`src/rtl/median5_pkg.sv`:
```
// rtl/median5_pkg.sv - shared types and constants for the 5-tap median path
package median5_pkg;
  localparam int NCH    = 16;
  localparam int DW     = 16;
  localparam int CHW    = $clog2(NCH);
  localparam int FILL_W = 3;
  localparam logic [FILL_W-1:0] FILL_FULL = 3'd4;

  typedef logic signed [DW-1:0] sample_t;
  // Index 0 is the newest sample of the window, index 4 the oldest.
  typedef sample_t [4:0] window_t;
endpackage

```
`src/rtl/median5_hist_lane.sv`:
```
// rtl/median5_hist_lane.sv - one channel's 4-deep sample history and saturating fill count
module median5_hist_lane
  import median5_pkg::*;
(
  input  logic          CLK,
  input  logic          RST,
  input  logic          CLR,
  input  logic          SHIFT,
  input  logic [DW-1:0] D,
  output logic [DW-1:0] H0,
  output logic [DW-1:0] H1,
  output logic [DW-1:0] H2,
  output logic [DW-1:0] H3,
  output logic          FULL
);
  sample_t             h_q [4];
  sample_t             h_d [4];
  logic [FILL_W-1:0]   fill_q;
  logic [FILL_W-1:0]   fill_d;

  always_comb begin
    h_d    = h_q;
    fill_d = fill_q;
    if (CLR) begin
      for (int i = 0; i < 4; i++) h_d[i] = '0;
      fill_d = '0;
    end else if (SHIFT) begin
      h_d[0] = D;
      h_d[1] = h_q[0];
      h_d[2] = h_q[1];
      h_d[3] = h_q[2];
      if (fill_q != FILL_FULL) fill_d = fill_q + 3'd1;
    end
  end

  always_ff @(posedge CLK) begin
    if (RST) begin
      for (int i = 0; i < 4; i++) h_q[i] <= '0;
      fill_q <= '0;
    end else begin
      h_q    <= h_d;
      fill_q <= fill_d;
    end
  end

  assign H0   = h_q[0];
  assign H1   = h_q[1];
  assign H2   = h_q[2];
  assign H3   = h_q[3];
  assign FULL = (fill_q == FILL_FULL);
endmodule

```
`src/rtl/median5_window_buf.sv`:
```
// rtl/median5_window_buf.sv - per-channel history buffer presenting 5-sample windows to the median stage
module median5_window_buf
  import median5_pkg::*;
(
  input  logic                 CLK,
  input  logic                 RST,
  input  logic                 CLR_ALL,
  input  logic                 IN_VALID,
  input  logic [CHW-1:0]       CH_IN,
  input  logic signed [DW-1:0] DATA_IN,
  output logic                 OUT_VALID,
  output logic [CHW-1:0]       CH_OUT,
  output logic signed [DW-1:0] TAP1,
  output logic signed [DW-1:0] TAP2,
  output logic signed [DW-1:0] TAP3,
  output logic signed [DW-1:0] TAP4,
  output logic signed [DW-1:0] TAP5,
  output logic                 PRIMING
);
  sample_t        lane_h [NCH][4];
  logic [NCH-1:0] lane_full;
  logic [NCH-1:0] shift;
  logic [31:0]    ch_ext;
  logic           accept;

  logic           out_valid_q, out_valid_d;
  logic           priming_q, priming_d;
  logic [CHW-1:0] ch_out_q, ch_out_d;
  window_t        taps_q, taps_d;

  assign ch_ext = 32'(CH_IN);
  assign accept = IN_VALID && (ch_ext < 32'(NCH)) && !CLR_ALL;

  always_comb begin
    shift = '0;
    for (int i = 0; i < NCH; i++) shift[i] = accept && (ch_ext == 32'(i));
  end

  for (genvar g = 0; g < NCH; g++) begin : g_lane
    median5_hist_lane u_lane (
      .CLK   (CLK),
      .RST   (RST),
      .CLR   (CLR_ALL),
      .SHIFT (shift[g]),
      .D     (DATA_IN),
      .H0    (lane_h[g][0]),
      .H1    (lane_h[g][1]),
      .H2    (lane_h[g][2]),
      .H3    (lane_h[g][3]),
      .FULL  (lane_full[g])
    );
  end

  // The window is built from the pre-update history, so the lane mux sees
  // exactly what the lane shifts out of on this same edge.
  always_comb begin
    out_valid_d = 1'b0;
    priming_d   = 1'b0;
    ch_out_d    = ch_out_q;
    taps_d      = taps_q;
    if (accept) begin
      out_valid_d = lane_full[CH_IN];
      priming_d   = !lane_full[CH_IN];
      ch_out_d    = CH_IN;
      taps_d      = {lane_h[CH_IN][3], lane_h[CH_IN][2], lane_h[CH_IN][1],
                     lane_h[CH_IN][0], DATA_IN};
    end
  end

  always_ff @(posedge CLK) begin
    if (RST) begin
      out_valid_q <= 1'b0;
      priming_q   <= 1'b0;
      ch_out_q    <= '0;
      taps_q      <= '0;
    end else begin
      out_valid_q <= out_valid_d;
      priming_q   <= priming_d;
      ch_out_q    <= ch_out_d;
      taps_q      <= taps_d;
    end
  end

  assign OUT_VALID = out_valid_q;
  assign PRIMING   = priming_q;
  assign CH_OUT    = ch_out_q;
  assign TAP1      = taps_q[0];
  assign TAP2      = taps_q[1];
  assign TAP3      = taps_q[2];
  assign TAP4      = taps_q[3];
  assign TAP5      = taps_q[4];
endmodule

```
`config.mk`:
```
export PLATFORM = sky130hd
export DESIGN_NAME = median5_window_buf
export DESIGN_NICKNAME = d
export VERILOG_FILES = /design/src/rtl/median5_pkg.sv /design/src/rtl/median5_hist_lane.sv /design/src/rtl/median5_window_buf.sv
export SDC_FILE = /design/constraint.sdc
export NUM_CORES = 2
export LEC_CHECK = 0
export CAP_MARGIN = 20
export CORE_AREA = 8 8 288 290
export CTS_CLUSTER_SIZE = 8
export DETAILED_ROUTE_END_ITERATION = 8
export DIE_AREA = 0 0 296 298
export GPL_ROUTABILITY_DRIVEN = 1
export PLACE_DENSITY = 0.84
export SYNTH_ARGS = -nofsm -noshare
export SYNTH_HDL_FRONTEND = slang
export SYNTH_SLANG_ARGS = --single-unit
```
`constraint.sdc`:
```
create_clock -name CLK -period 1.8 [get_ports CLK]
set_input_delay 0.18 -clock CLK [delete_from_list [all_inputs] [get_ports CLK]]
set_output_delay 0.18 -clock CLK [all_outputs]
set_load 0.05 [all_outputs]
```
==> results.md <==
Hold path:
- The worst hold path terminates at CH_OUT[2].
- The path category of the worst min-delay check is in -> reg.
- The startpoint identified for the worst hold timing path is CH_IN[2].
- The worst hold path passes through 4 cells.

Placement:
- The worst setup timing slack at the placement stage is -0.371 ns.
- The instance area after placement is 0.0538 mm^2.
- The final estimated routing congestion in global placement is 0.935.
- The HPWL after detailed placement is 111 mm.
- The number of input and output port buffers inserted is 109.

Critical path:
- The maximum fanout along the worst path is 3.
- For the worst flop-to-flop path, the logic depth is 7.
- The startpoint of the most critical register-to-register path is g_lane[0].u_lane.fill_q[1].
- Setup slack on the worst reg-to-reg path comes out at 0.004 ns.
- The capture instance of the worst register-to-register path is OUT_VALID.
- At the worst endpoint, the required time is between 2 and 3 ns.
- The startpoint class of the critical path is a flop.
- The category of the critical setup timing path is reg -> reg.
- The critical path endpoint category is a flop.
- Data on the critical path arrives at its endpoint at 2.50 ns.

Timing:
- Setup repair after global routing could not meet its margin everywhere.
- The actual transition at the worst max-transition pin is approximately 0.53 ns.
- Headroom to the max-slew limit came out at 64.8%.
- The slack of the critical path is 0.00403 ns.
- The post-route worst hold slack is ~0.10 ns.
- For the finished layout, the period the worst path requires is 1.80 ns.
- The number of max-slew violations in the final report is 0.
- The clock arrives with 0.0492 ns of skew.
- The achievable frequency is roughly 560 MHz.
- The period utilization is 99.8%.
- The final-report hold violation count is 0.
- Setup violations remaining at the end of the flow were counted as 0.

Global route:
- The first global-routing pass estimated 263 mm of wire.
- The via count of the first global-routing pass is 46.7k.
- The largest net degree at the start of global routing is 84.
- The total congestion overflow after global routing is 0.
- The initial antenna violation count is 7.
- The total routing resource utilization after global routing is 37.9%.

Clocking:
- Clock-pin slew was measured on the worst setup and hold paths at 0.05 ns.
- CTS placed an instance of clkbuf_16 at the clock tree root.
- The total number of clock tree sinks is 1158.
- The clock latency reported for the late side of the worst-skew pair is 0.77 ns.
- The buffer levels on the longest clock path is 3.
- The total CTS buffers is roughly 160.
- The number of H-tree levels is 4.
- The TritonCTS clock tree is yes.

Outcome:
- The checks that failed: DRC.
- The run finished, with violations left.

Logic synthesis:
- After synthesis, the mean cell area works out to 8.15 um^2.
- Synthesis instantiated 40 different standard cells from the library.
- The dominant synthesized flop cell is dfxtp_1.
- The area of the mapped netlist is 0.0482 mm^2.
- The number of nets handed over by synthesis was between 5k and 6k.
- The share of synthesized registers carrying an async set or reset is 0%.
- The synthesized instance count is 5910.
- The number of flops mapped to enable cells by yosys is 0.
- The count of synthesis-stage warnings from yosys is 0.
- The post-synthesis sequential element count is around 1.2k.
- The sequential area share after synthesis is 48.1%.

Cells and area:
- With fillers left out, the area of the finished cells amounts to between 0.05 and 0.06 mm^2.
- The post-route netlist has 15.2% of its cells at a drive strength greater than 1.
- The fill cell total of the finished layout is 5153.
- Compared with the post-synthesis result, the final layout area differs by 21.0%.
- In the layout the commonest cells are 2116 x nand2_1, 1148 x dfxtp_1, 1142 x a21oi_1.
- For this run, the post-layout net count is 6215.
- The library cell used most frequently in the layout, excluding fill and tap cells, is nand2_1.

Die:
- The number of rows created at floorplan is 103.
- The floorplan step set the die height to just under 300 um.
- The die area is 0.0882 mm^2.
- The total area inside the core boundary comes to 0.0784 mm^2.
- The count of pins on the block boundary is 110.
- Measured along the x axis, the die boundary spans 296 um.
- The initial standard-cell utilization of the core is 61.5%.

Drt:
- The remaining antenna violation count is 0.
- The per-cell routed wire length is 24.2 um.
- The first TritonRoute pass finished after 9 iterations.
- The detailed-route vias per instance is 6.59.
- The number of DRC violations after detailed routing is 6.
- The number of vias in the routed layout is 47.7k.
- The sum of routed wire length over all layers is 175 mm.
- The detailed router finished its first iteration with between 6k and 7k violations.

Power and ir drop:
- The cell area power density is 979 mW/mm^2.
- Summed over all cells, the static leakage comes to 19.8 nW.
- VDD sags by at most just under 0.9 mV.

Run:
- The max-capacitance violation count is 0.
## critical path: stages (launching register included)
cell and delay (ns):
dfxtp_2 0.32, inv_1 0.09, ha_4 0.15, nand2_2 0.07, mux4_2 0.50, a22o_4 0.31, nor4_4 0.13, buf_4 0.17
## cell type report
class                           instances  area [um^2]  share of cell area (%)
Multi-Input combinational cell       4211        23100                    39.7
Clock inverter                         15          312                   0.534
Timing Repair Buffer                  592         6160                    10.6
Sequential cell                      1158        23200                    39.8
Clock buffer                          163         4070                    6.97
Tap cell                             1050         1310                    2.25
Antenna cell                            3         7.51                  0.0129
Inverter                               34          128                   0.219
## what timing repair did
action,4_1_cts,5_1_grt
setup buffers,0,1
endpoints found under the setup margin,22,14
hold buffers,3,0
pin swaps,1,4
endpoints found under the hold margin,37,0
resized for setup,53,47
## cell families after synthesis
family	share of synthesized area, %
fa+ha+maj	0.831
flops	48.1
buf+inv	4.67
xor+xnor	0.291
mux	11.3
compound gates	16.1
simple gates	18.7
## worst max-delay path by stage
| stage | startpoint | endpoint | slack [ns] |
|---|---|---|---|
| floorplan | CH_IN[1] | g_lane[0].u_lane.H0[11] | 0.15 |
| global placement | IN_VALID | g_lane[0].u_lane.H0[11] | -0.30 |
| detailed placement | CLR_ALL | g_lane[0].u_lane.H2[12] | -0.37 |
| CTS | CH_OUT[0] | CH_OUT[0] | 0.001 |
| global route | g_lane[5].u_lane.fill_q[0] | OUT_VALID | -0.007 |
| finish | g_lane[0].u_lane.fill_q[1] | OUT_VALID | 0.004 |
## routing by layer
layer  global-route usage, %  vias to the layer above  wire length [um]
met5                       0                        -                73
met4                    22.2                       10             11700
met3                    14.1                     1050             27000
met2                    57.3                     3991             75800
met1                    45.9                    22168             60300
li1                        -                    20433                 -
## cells in the mapped netlist, types with 3 or more instances
| master | instances | area share [%] |
|---|---|---|
| and4b_1 | 11 | 0.23 |
| mux2i_1 | 300 | 6.2 |
| buf_2 | 96 | 1.0 |
| a211oi_1 | 42 | 0.65 |
| nor2_1 | 73 | 0.57 |
| a221oi_1 | 64 | 1.2 |
| buf_1 | 26 | 0.20 |
| nand3_1 | 35 | 0.36 |
| o22ai_1 | 45 | 0.58 |
| a311oi_1 | 6 | 0.11 |
| xnor2_1 | 16 | 0.29 |
| buf_6 | 4 | 0.093 |
| a21oi_1 | 1142 | 12 |
| nand2b_1 | 3 | 0.039 |
| dfxtp_1 | 1158 | 48 |
| nand3b_1 | 4 | 0.062 |
| mux4_2 | 108 | 5.0 |
| o221ai_1 | 42 | 0.76 |
| nor2b_1 | 10 | 0.13 |
| clkbuf_1 | 362 | 2.8 |
| o21ai_0 | 86 | 0.89 |
| nor3_1 | 35 | 0.36 |
| nand2_1 | 2138 | 17 |
| nand4b_1 | 3 | 0.055 |
| ha_1 | 32 | 0.83 |
| buf_4 | 19 | 0.30 |
| inv_1 | 34 | 0.26 |
## stage by stage
step / power (mW) / std cells / TNS (ns) / util [%]
2_1_floorplan: 28.3 / 5910 / 0 / -
3_3_place_gp: 30.1 / 7041 / -205.38 / 68.7
3_5_place_dp: 30.1 / 7041 / -271.39 / 68.7
4_1_cts: 56.9 / 7222 / 0 / 74.4
5_1_grt: 58.2 / 7223 / -0.00664 / 74.4
6_report: 57.1 / 7226 / 0 / 74.4
## where the power goes
part           total [mW]  leakage, nW  switching, mW  internal [mW]
logic                3.87         8.31           2.54           1.33
clock network        27.3         2.14           11.3           16.0
registers            26.0         9.34          0.156           25.8
## flip-flops by register name, indices dropped and copies added, names as in the netlist, 4 cells and up
| register | count |
|---|---|
| g_lane.u_lane.H0 | 256 |
| g_lane.u_lane.H2 | 256 |
| g_lane.u_lane.H3 | 256 |
| CH_OUT | 4 |
| g_lane.u_lane.H1 | 256 |
| TAP4 | 16 |
| TAP3 | 16 |
| TAP2 | 16 |
| TAP5 | 16 |
| g_lane.u_lane.fill_q | 48 |
| TAP1 | 16 |
Note: power is estimated with default switching activity, not from simulation.
